==> config.mk <==
export PLATFORM = sky130hd
export DESIGN_NAME = promedio_uart_tx
export DESIGN_NICKNAME = d
export VERILOG_FILES = /design/src/rtl/promedio_uart_tx.sv
export SDC_FILE = /design/constraint.sdc
export NUM_CORES = 1
export LEC_CHECK = 0
export CORE_MARGIN = 3
export CORE_UTILIZATION = 52
export CTS_CLUSTER_SIZE = 30
export DETAILED_ROUTE_END_ITERATION = 10
export PLACE_DENSITY = 0.76
export REMOVE_ABC_BUFFERS = 1
export SYNTH_ARGS = -nofsm -noshare
export SYNTH_HDL_FRONTEND = slang
export SYNTH_SLANG_ARGS = --single-unit
==> constraint.sdc <==
create_clock -name clk -period 2.58 [get_ports clk]
set_clock_uncertainty 0.05 [all_clocks]
set_input_delay 0.387 -clock clk [delete_from_list [all_inputs] [get_ports clk]]
set_output_delay 0.387 -clock clk [all_outputs]
set_load 0.02 [all_outputs]
==> src/rtl/promedio_uart_tx.sv <==
// UART transmitter for the averager result: start bit, N data bits LSB first and a stop bit.
// Defining PROMEDIO_TX_PARITY_EN inserts an even-parity bit between the data bits and the stop bit.
module promedio_uart_tx #(
  parameter int N            = 8,
  parameter int CLKS_PER_BIT = 16
) (
  input  logic         clk,
  input  logic         reset,
  input  logic         en,
  input  logic         data_valid,
  input  logic [N-1:0] data_in,
  output logic         tx,
  output logic         busy,
  output logic         overrun
);

  localparam int CW = (CLKS_PER_BIT > 1) ? $clog2(CLKS_PER_BIT) : 1;
  localparam int BW = (N > 1) ? $clog2(N) : 1;
  localparam logic [CW-1:0] BAUD_LAST = CW'(CLKS_PER_BIT - 1);
  localparam logic [BW-1:0] BIT_LAST  = BW'(N - 1);

  typedef enum logic [2:0] {
    IDLE,
    START,
    DATA,
`ifdef PROMEDIO_TX_PARITY_EN
    PARITY,
`endif
    STOP
  } state_t;

  state_t          state_q, state_d;
  logic [CW-1:0]   cnt_q, cnt_d;
  logic [BW-1:0]   bit_q, bit_d;
  logic [N-1:0]    shift_q, shift_d;
  logic            tx_q, tx_d;
  logic            busy_q, busy_d;
  logic            overrun_q, overrun_d;
`ifdef PROMEDIO_TX_PARITY_EN
  logic            parity_q, parity_d;
`endif
  logic            baud_done;
  logic            accept;

  assign baud_done = (cnt_q == BAUD_LAST);
  // A strobe is taken when idle, or in the last stop cycle so frames run back to back.
  assign accept    = en && data_valid &&
                     ((state_q == IDLE) || ((state_q == STOP) && baud_done));

  // NOTE: every signal gets a default first so no path through this block infers a latch.
  always_comb begin
    state_d   = state_q;
    cnt_d     = cnt_q;
    bit_d     = bit_q;
    shift_d   = shift_q;
    overrun_d = overrun_q;
`ifdef PROMEDIO_TX_PARITY_EN
    parity_d  = parity_q;
`endif
    if (!en) begin
      state_d   = IDLE;
      cnt_d     = '0;
      bit_d     = '0;
      overrun_d = 1'b0;
    end else begin
      if (state_q != IDLE) cnt_d = baud_done ? '0 : cnt_q + 1'b1;
      unique case (state_q)
        START: if (baud_done) state_d = DATA;
        DATA: begin
          if (baud_done) begin
            shift_d = shift_q >> 1;
            if (bit_q == BIT_LAST) begin
              bit_d = '0;
`ifdef PROMEDIO_TX_PARITY_EN
              state_d = PARITY;
`else
              state_d = STOP;
`endif
            end else begin
              bit_d = bit_q + 1'b1;
            end
          end
        end
`ifdef PROMEDIO_TX_PARITY_EN
        PARITY: if (baud_done) state_d = STOP;
`endif
        STOP: if (baud_done) state_d = IDLE;
        default: ;
      endcase
      if (data_valid && !accept) overrun_d = 1'b1;
      if (accept) begin
        state_d = START;
        cnt_d   = '0;
        bit_d   = '0;
        shift_d = data_in;
`ifdef PROMEDIO_TX_PARITY_EN
        parity_d = ^data_in;
`endif
      end
    end
  end

  // Outputs are decoded from the next state so the registered pins change on the same edge.
  always_comb begin
    busy_d = (state_d != IDLE);
    tx_d   = 1'b1;
    unique case (state_d)
      START:  tx_d = 1'b0;
      DATA:   tx_d = shift_d[0];
`ifdef PROMEDIO_TX_PARITY_EN
      PARITY: tx_d = parity_d;
`endif
      default: tx_d = 1'b1;
    endcase
  end

  // NOTE: registers use non-blocking assignments so all of them update from pre-edge values.
  always_ff @(posedge clk or posedge reset) begin
    if (reset) begin
      state_q   <= IDLE;
      cnt_q     <= '0;
      bit_q     <= '0;
      shift_q   <= '0;
      tx_q      <= 1'b1;
      busy_q    <= 1'b0;
      overrun_q <= 1'b0;
`ifdef PROMEDIO_TX_PARITY_EN
      parity_q  <= 1'b0;
`endif
    end else begin
      state_q   <= state_d;
      cnt_q     <= cnt_d;
      bit_q     <= bit_d;
      shift_q   <= shift_d;
      tx_q      <= tx_d;
      busy_q    <= busy_d;
      overrun_q <= overrun_d;
`ifdef PROMEDIO_TX_PARITY_EN
      parity_q  <= parity_d;
`endif
    end
  end

  assign tx      = tx_q;
  assign busy    = busy_q;
  assign overrun = overrun_q;

endmodule

### Word-level counts from Yosys, hierarchy flattened

Cells that the tools add are included.
Widths: inputs -> output; s select.

| word-level totals | value |
|---|---|
| bits in registers | 21 |
| bits in latches | 0 |
| bits in writable memories | 0 |
| bits in read-only memories | 0 |
| input bits | 12 |
| output and inout bits | 3 |
| word-level logic and storage cells | 57 |
| memories | 0 |

| operators by class | value |
|---|---|
| add/subtract/negate cells | 2 |
| multipliers | 0 |
| divide/modulo/power cells | 0 |
| magnitude comparators | 0 |
| eq/ne operators | 11 |
| shifts and indexed selects | 0 |
| muxes and demuxes | 23 |
| bitwise operators | 0 |
| reductions and logical operators | 13 |

Operator list:

| cell | count |
|---|---|
| $mux 3 | 11 |
| $mux 8 | 3 |
| $mux 4 | 4 |
| $eq 3x2->1 const B | 3 |
| $ne 3x1->1 const B | 3 |
| $pmux 3 s3 | 1 |
| $eq 3x1->1 const B | 2 |
| $reduce_bool 3->1 | 2 |
| $add 4x1->4 const B | 1 |
| $eq 4x4->1 const B | 1 |
| $logic_and 1x1->1 | 4 |
| $reduce_bool 2->1 | 2 |
| $add 3x1->3 const B | 1 |
| $eq 3x3->1 const B | 1 |
| $logic_not 3->1 | 1 |
| $mux 1 | 3 |
| $reduce_and 3->1 | 1 |
| $ne 2x1->1 const B | 1 |
| $pmux 1 s2 | 1 |
| $reduce_and 2->1 | 1 |
| $logic_not 1->1 | 1 |
| $logic_or 1x1->1 | 1 |

### Logic depth before layout (Yosys ltp)

Gate-level depths: netlist of run 1.

| depth | value |
|---|---|
| depth after elaboration | 8 |
| depth in mapped cells | 8 |
| mapped depth without buffers | 7 |

### Worst setup path after synthesis of run 1

Ideal clock, no wire load.

| path | value |
|---|---|
| kind | flip-flop to flip-flop |
| from | register cnt_q[0] |
| to | register shift_q[2] |
| library setup time | 126 ps |
| data arrival time | 1721 ps |
| data required time | 2404 ps |
| setup slack | 683 ps |
| cell stages (with the launch flop) | 9 |
| buffers on the path | 2 |
| period minus slack after synthesis | 1897 ps |
| cells stage by stage | dfrtp_1 ha_1 and3_1 buf_4 nand3_2 a211o_1 buf_6 and3_1 a221o_1 |

| on the way | value |
|---|---|
| word-level cells in the longest chain between the ends | 6 |
| elaborated cells between the ends (all ways) | 8 |
| those cells by class | eq/ne: 1; mux: 1; reduce/logical: 6 |

Ends and longest elaborated chain:

| what | RTL line | text |
|---|---|---|
| from (decl) | 33 | `logic [CW-1:0] cnt_q, cnt_d;` |
| from (signal assigned) | 132 | `cnt_q <= cnt_d;` |
| $eq 4x4->1 * | 45 | `assign baud_done = (cnt_q == BAUD_LAST);` |
| $logic_and 1x1->1 | 48 | `((state_q == IDLE) \|\| ((state_q == STOP) && baud_done));` |
| $logic_or 1x1->1 | 48 |  |
| $logic_and 1x1->1 | 47 | `assign accept = en && data_valid &&` |
| $reduce_bool 2->1 (no source line) | -- |  |
| $reduce_and 3->1 (no source line) | -- |  |
| to (signal assigned) | 134 | `shift_q <= shift_d;` |
| to (decl) | 35 | `logic [N-1:0] shift_q, shift_d;` |

Mark *: on every way between the ends. The rest lies on a longest branch, timed or not.
A chain may end at the register's enable or synchronous reset.

### Worst setup path after layout of run 1

| path | value |
|---|---|
| from | register cnt_q[0] |
| to | register shift_q[6] |

Same word-level chain as after synthesis.

==> implementation parameters, run 1 <==
Parameter                              Value

Power and ir drop
  Cell area power density    around 510 nW/um^2
  Total Power    0.6314 mW
  Gate power share    between 10% and 20%
  Total internal power    approximately 0.47 mW
  Net Switching    0.1656 mW
  Maximum VDD drop    337.0 uV
  Part of the power in the clock network    between 20% and 30%
  Switching power share of the total    between 20% and 30%
  Cell leakage power    a little under 0.6 nW
  Share of power burned in registers    around three fifths

Yosys
  Flip-flop and latch count after synthesis    21
  Yosys Warn Count    0
  Primary FF master, synth    dfrtp_1
  Area of the mapped netlist    1075 um^2
  List of most frequent post-synthesis cells    20 x dfrtp_1, 14 x nand2_1, 14 x nor2_1, 5 x and3_1
  Area fraction of the dominant cell type after synthesis    between 40% and 50%
  Cell type with the highest aggregate area in the netlist    dfrtp_1
  Biggest area contributors in the synthesized netlist    dfrtp_1 47%, nand2_1 4.9%, nor2_1 4.9%, ha_1 3.5%, and3_1 2.9%
  Most instantiated library cell after synthesis    dfrtp_1
  Gate Count Post-Synth    roughly 110
  Sequential fraction of the synthesis area    between 40% and 50%
  Number of different library cells in the post-synthesis netlist    36
  Count of flip-flops with a built-in enable after synthesis    0
  Ys async rst share    100.0%
  Average size of a mapped cell    9.511 um^2

Critical path
  Flop-to-flop setup slack    0.53 ns
  Data arrival time of the critical path    2.19 ns
  Launch instance of the worst register-to-register path    cnt_q[0]
  Critical Setup Path Class    reg2reg
  Startpoint type of the worst setup path    register
  Critical R2R Capture    shift_q[6]
  Cell repeated most along the worst path    and3_1
  Max Fanout on Critical Path    12
  Critical path cell sequence    ha_1 > and3_1 > nand3_2 > a211o_1 > and3_1 > a221o_1
  Path depth of the worst reg2reg path    6
  Crit path required time    about 2.7 ns
  Endpoint kind of the worst setup timing path    register
  Slowest cell on the critical path    a211o_1
  Max stage delay on crit path    0.44 ns

Clock network
  H-tree levels    1
  Clock-pin slew on the worst setup and hold paths    around 0.12 ns
  CTS Sinks    21
  Clock root buffer    clkbuf_4
  Largest buffer count on any clock path    2
  Post-CTS resize count    0
  TritonCTS clock tree    built
  CTS hold repair buffers    0
  Post-CTS Setup Repair Bufs    0
  Clock latency of the later-clocked register in the worst-skew pair    about 0.30 ns
  TritonCTS Buffers    3

Global routing
  Largest net degree at the start of global routing    22
  Global-route wire length before repair    between 4 and 5 mm
  Vias in the first global route    around 900
  Overflow left after global routing    0
  GRT Overall Usage    20.67%
  Antenna violations before repair    0

Place
  Port Buffer Count    14
  HPWL reported at the end of detailed placement    approximately 1.7 mm
  Final weighted congestion of routability-driven global placement    0.8019

Status
  Result of the run    completed

Worst hold path
  Class of the most critical hold timing path    in2async

Timing
  Fin crit period    2.045 ns
  Headroom to the max-slew limit    between 40% and 50%
  Unrepaired setup endpoints after global routing    no
  Final hold vios    0
  Upper clock frequency limit    ~500 MHz
  Post-route clock period utilization    79.27%
  Setup TNS Final    0 ns
  Actual slew at the worst max-slew pin    roughly 0.76 ns
  Number of max-slew violations in the final report    0
  Count of endpoints failing setup in the final report    0

Floorplan
  Site Rows    15
  Floorplan Core Area    about 1800 um^2
  Starting density of the core    between 50% and 60%
  Width of the die    51.47 um
  Chip height    between 50 and 60 um
  Die area    about 2600 um^2
  I/O pin count    15

Final layout
  Seq. cell area    approximately 530 um^2
  Fraction of final layout cells with drive strength greater than 1    around 7%
  Synthesis-to-finish area growth    16.18%
  Number of diodes added for antenna fixing    0
  Number of inserted filler cells in the final layout    between 150 and 200
  NumNets Final    143
  Area of combinational cells with multiple inputs    between 500 and 600 um^2

Run
  Max cap viols    0

Route
  Routed wire per std cell    about 15 um
  Detail Route Antenna Nets    0
  Average via count per standard cell    a little under 6
  Violation count after the first detailed-route iteration    25
  Number of vias in the routed layout    881
  Total detailed-routing wirelength    2.231 mm
  Pre-Repair DR Iteration Count    4
  Drt drc    0
==> cell type report <==
| cell class | instances | area share [%] |
|---|---|---|
| flip-flops and latches | 21 | 42.18 |
| multi-input cells | 83 | 40.08 |
| clock inverters | 1 | 0.4008 |
| inverters | 4 | 1.202 |
| clock buffers | 3 | 1.804 |
| well taps | 25 | 2.505 |
| repair buffers | 15 | 11.82 |
==> logic make-up after synthesis <==
family | share of synthesized area [%]
flip-flops | 49.01
adder cells (fa/ha/maj) | 3.493
AND/OR/NAND/NOR | 24.21
multiplexers | 0.9314
buffers and inverters | 4.423
AO/OA/AOI/OAI | 17.11
XOR/XNOR | 0.8150
==> power by group through the flow <==
stage / clock network (mW) / registers (mW) / logic, mW
after CTS: 0.161 / 0.372 / 0.101
final: 0.158 / 0.372 / 0.101
after floorplan: 0 / 0.378 / 0.0579
after global placement: 0 / 0.378 / 0.0981
after detailed placement: 0 / 0.379 / 0.100
after global routing: 0.177 / 0.376 / 0.113
==> worst max-delay path: cells and delay by family, from the launching register on <==
family | cells | cell delay (ns)
AO/OA/AOI/OAI | 2 | 0.69
adder cells (fa/ha/maj) | 1 | 0.19
AND/OR/NAND/NOR | 3 | 0.60
flip-flops | 1 | 0.40
==> registers in the layout, summed over array words and instances (netlist names) <==
name	count
busy	1
overrun	1
state_q	3
bit_q	3
cnt_q	4
shift_q	8
tx	1
==> worst max path at each step <==
stage                from    endpoint  slack, ns  depth (start not counted)
5_1_grt          cnt_q[0]  shift_q[4]       0.33                          6
3_3_place_gp           en  shift_q[5]       0.44                          5
2_1_floorplan    cnt_q[0]  shift_q[2]       0.71                          6
6_report         cnt_q[0]  shift_q[6]       0.53                          6
4_1_cts          cnt_q[0]  shift_q[6]       0.54                          6
3_5_place_dp   data_valid          tx       0.36                          6
==> through the flow <==
step | hold slack (ns) | cells | utilization [%] | instance area [um^2] | setup slack (ns)
after floorplan | 0.3128 | 108 | - | 1042 | 0.7115
after global placement | 0.4455 | 148 | 66.39 | 1221 | 0.4382
after detailed placement | 0.4451 | 148 | 66.39 | 1221 | 0.3556
after CTS | 0.4739 | 152 | 67.89 | 1249 | 0.5429
after global routing | 0.4899 | 152 | 67.89 | 1249 | 0.3281
final | 0.4503 | 152 | 67.89 | 1249 | 0.5347
==> placed cells by master (no fill, tap or decap) <==
master,count
dfrtp_1,20
nand2_1,14
nor2_1,14
clkdlybuf4s50_1,14
and3_1,5
inv_1,4
nand3_1,4
a31oi_1,4
o22ai_1,4
o21ai_0,3
a21o_1,3
a221o_1,3
a21oi_1,3
nor3_1,3
ha_1,3
clkbuf_4,3
nand2b_1,2
or3_1,2
and2_1,2
and4b_1,1
nor3_2,1
a22oi_1,1
mux2i_1,1
or2_1,1
xor2_1,1
nand3_2,1
a211o_1,1
nand4_1,1
a21oi_2,1
o31a_1,1
a311oi_1,1
or3b_1,1
a2bb2oi_1,1
clkinv_2,1
buf_4,1
dfstp_2,1
==> metal layers <==
layer	track usage [%]	part of all wire (%)
met1	27.66	46
met2	33.26	49
met3	4.665	3.9
met4	6.114	1.3
met5	0	0
(Power assumes the default switching activity.)
==> run 2: changes to the inputs <==
--- a/config.mk
+++ b/config.mk
@@ -6,10 +6,10 @@
 export NUM_CORES = 1
 export LEC_CHECK = 0
 export CORE_MARGIN = 3
-export CORE_UTILIZATION = 52
+export CORE_UTILIZATION = 47
 export CTS_CLUSTER_SIZE = 30
 export DETAILED_ROUTE_END_ITERATION = 10
-export PLACE_DENSITY = 0.76
+export PLACE_DENSITY = 0.73
 export REMOVE_ABC_BUFFERS = 1
 export SYNTH_ARGS = -nofsm -noshare
 export SYNTH_HDL_FRONTEND = slang
==> constraint.sdc (replaced) <==
create_clock -name clk -period 1.7 [get_ports clk]
set_clock_uncertainty 0.05 [all_clocks]
set_input_delay 0.255 -clock clk [delete_from_list [all_inputs] [get_ports clk]]
set_output_delay 0.255 -clock clk [all_outputs]
set_load 0.02 [all_outputs]
==> run 2 against run 1 <==
Effect of this change:
- critical endpoint is now shift_q[2]
- fmax is 10% higher
- largest cell class is now multi-input combinational cells
- global-route usage increased by 2.0 points
- the flow now finishes with violations (setup timing)
- register-to-register slack lost 0.69 ns
- sequential power increased by 52%
- total power increased by 61%
==> implementation parameters, run 2 (synthesized netlist as in run 1, its figures left out) <==
Parameter                              Value

Place
  Final weighted congestion of routability-driven global placement    roughly 0.80
  Placed Area    1411 um^2
  Number of placed instances with taps included    between 150 and 200
  Setup slack at placement    -0.3936 ns
  Port Buffer Count    14
  HPWL reported at the end of detailed placement    1.927 mm

Critical path
  Critical R2R Capture    shift_q[2]
  Flop-to-flop setup slack    -0.15 ns
  Path depth of the worst reg2reg path    6
  Crit path required time    about 1.9 ns
  Max Fanout on Critical Path    5
  Slowest cell on the critical path    dfrtp_1
  Data arrival time of the critical path    between 2 and 2.5 ns
  Critical path cell sequence    ha_4 > and3_4 > nand3_2 > a211o_1 > and3_1 > a221o_1
  Max stage delay on crit path    around 0.4 ns
  Endpoint kind of the worst setup timing path    register
  Critical Setup Path Class    reg2reg
  Launch instance of the worst register-to-register path    cnt_q[0]
  Startpoint type of the worst setup path    register

Timing
  Number of max-slew violations in the final report    0
  Worst-case hold slack    roughly 0.21 ns
  Final hold vios    0
  Actual slew at the worst max-slew pin    about 0.33 ns
  Final setup margin    -0.1512 ns
  Post-route clock period utilization    108.9%
  Count of endpoints failing setup in the final report    8
  Headroom to the max-slew limit    around 80%
  Unrepaired setup endpoints after global routing    yes
  Fin crit period    1.851 ns
  Upper clock frequency limit    between 500 and 600 MHz

Power and ir drop
  Total internal power    ~0.74 mW
  Maximum VDD drop    536.3 uV
  Cell leakage power    0.7247 nW
  Share of power burned in registers    55.8%
  Net Switching    about 0.28 mW
  Cell area power density    between 600 and 700 nW/um^2
  Total Power    1.016 mW
  Gate power share    between 10% and 20%
  Switching power share of the total    between 20% and 30%
  Part of the power in the clock network    between 20% and 30%

Clock network
  Clock latency of the later-clocked register in the worst-skew pair    roughly 0.31 ns
  TritonCTS Buffers    3
  Clock-pin slew on the worst setup and hold paths    approximately 0.12 ns
  H-tree levels    1
  Clock root buffer    clkbuf_4
  TritonCTS clock tree    built
  Largest buffer count on any clock path    2
  CTS Sinks    21

Global routing
  Vias in the first global route    around 1100
  Overflow left after global routing    0
  Global-route wire length before repair    4.781 mm
  GRT Overall Usage    22.70%
  Antenna violations before repair    0
  Largest net degree at the start of global routing    22

Final layout
  Most common cell after layout, fill and taps aside    buf_4
  Largest registers ranked by flip-flop count    shift_q (8), cnt_q (4)
  Register with the highest flop count    shift_q
  Largest register FFs    8
  Synthesis-to-finish area growth    45.29%
  Number of diodes added for antenna fixing    0
  Finished Layout Cells    roughly 180
  Commonest cells after routing, fill and taps aside    28 x buf_4, 20 x dfrtp_1, 14 x nand2_1, 13 x nor2_1, 13 x clkdlybuf4s50_1
  Fin area    between 1500 and 2000 um^2
  NumNets Final    between 150 and 200
  Fraction of final layout cells with drive strength greater than 1    between 30% and 40%

Route
  Detail Route Antenna Nets    0
  Number of vias in the routed layout    between 1000 and 1500
  Drt drc    0
  Average via count per standard cell    5.699
  Routed wire per std cell    about 15 um
  Pre-Repair DR Iteration Count    4
  Violation count after the first detailed-route iteration    35
  Total detailed-routing wirelength    between 2 and 3 mm

Worst hold path
  Class of the most critical hold timing path    in2async

Status
  Violated checks    setup timing
  Result of the run    finished with violations

Floorplan
  Chip height    around 54 um
  Width of the die    between 50 and 60 um
  Floorplan Core Area    slightly above 2000 um^2
  Starting density of the core    between 50 and 60%
  Site Rows    16
  I/O pin count    15
  Die area    between 2000 and 3000 um^2

Run
  Max cap viols    0
run 2: cell types whose count changed in the layout (fill, tap and decap cells not counted), moves of 2 or more:
cell,change
buf_6,+2
nor3_1,-2
ha_1,-2
nand3_2,+2
buf_4,+27
nor3_2,+2
nand3_1,-3
run 2: final cells by class:
class / count / area [um^2]
Clock buffer: 4 / 26.28
Fill cell: 138 / 500.5
Inverter: 4 / 15.01
Multi-Input combinational cell: 83 / 588.1
Sequential cell: 21 / 526.8
Tap cell: 27 / 33.78
Timing Repair Buffer: 44 / 371.6
run 2: worst max-delay path by stage:
stage / from / end
5_1_grt: cnt_q[0] / shift_q[6]
3_5_place_dp: data_valid / tx
3_3_place_gp: data_valid / tx
4_1_cts: cnt_q[1] / shift_q[2]
2_1_floorplan: cnt_q[0] / shift_q[2]
6_report: cnt_q[0] / shift_q[2]
run 2: timing repair:
item / 4_1_cts / 5_1_grt
setup endpoints to repair: 15 / 12
resized for setup: 13 / 7
gates cloned: 0 / 0
pin swaps: 8 / 5
buffers inserted: 3 / 1
hold buffers: 0 / 0
run 2: per-stage QoR:
step                      utilization, %  setup TNS [ns]
after floorplan                        -         -0.6013
after global placement             68.45          -1.612
after global routing               75.73          -1.812
final                              75.73         -0.7743
after detailed placement           68.45          -2.652
after CTS                          73.54         -0.5715
run 2: critical path, delay by kind of cell, from the launching register on:
kind / cells / cell delay (ns)
flops: 1 / 0.41
simple gates: 3 / 0.50
fa+ha+maj: 1 / 0.18
compound gates: 2 / 0.61
run 2: power groups by stage:
| stage | clock network (mW) | logic, mW | registers (mW) |
|---|---|---|---|
| after CTS | 0.254 | 0.195 | 0.564 |
| after floorplan | 0 | 0.0879 | 0.573 |
| final | 0.250 | 0.199 | 0.567 |
| after global routing | 0.272 | 0.221 | 0.572 |
| after detailed placement | 0 | 0.178 | 0.573 |
| after global placement | 0 | 0.172 | 0.573 |
run 2: layer usage:
metal | routed length, um | vias up | track usage [%] | share of wire, %
met5 | 0 | - | 0 | 0
met4 | 32 | 0 | 5.532 | 1.2
met3 | 188 | 6 | 6.648 | 6.8
met2 | 1329 | 41 | 36.29 | 48
met1 | 1207 | 501 | 29.97 | 44
li1 | - | 495 | - | -
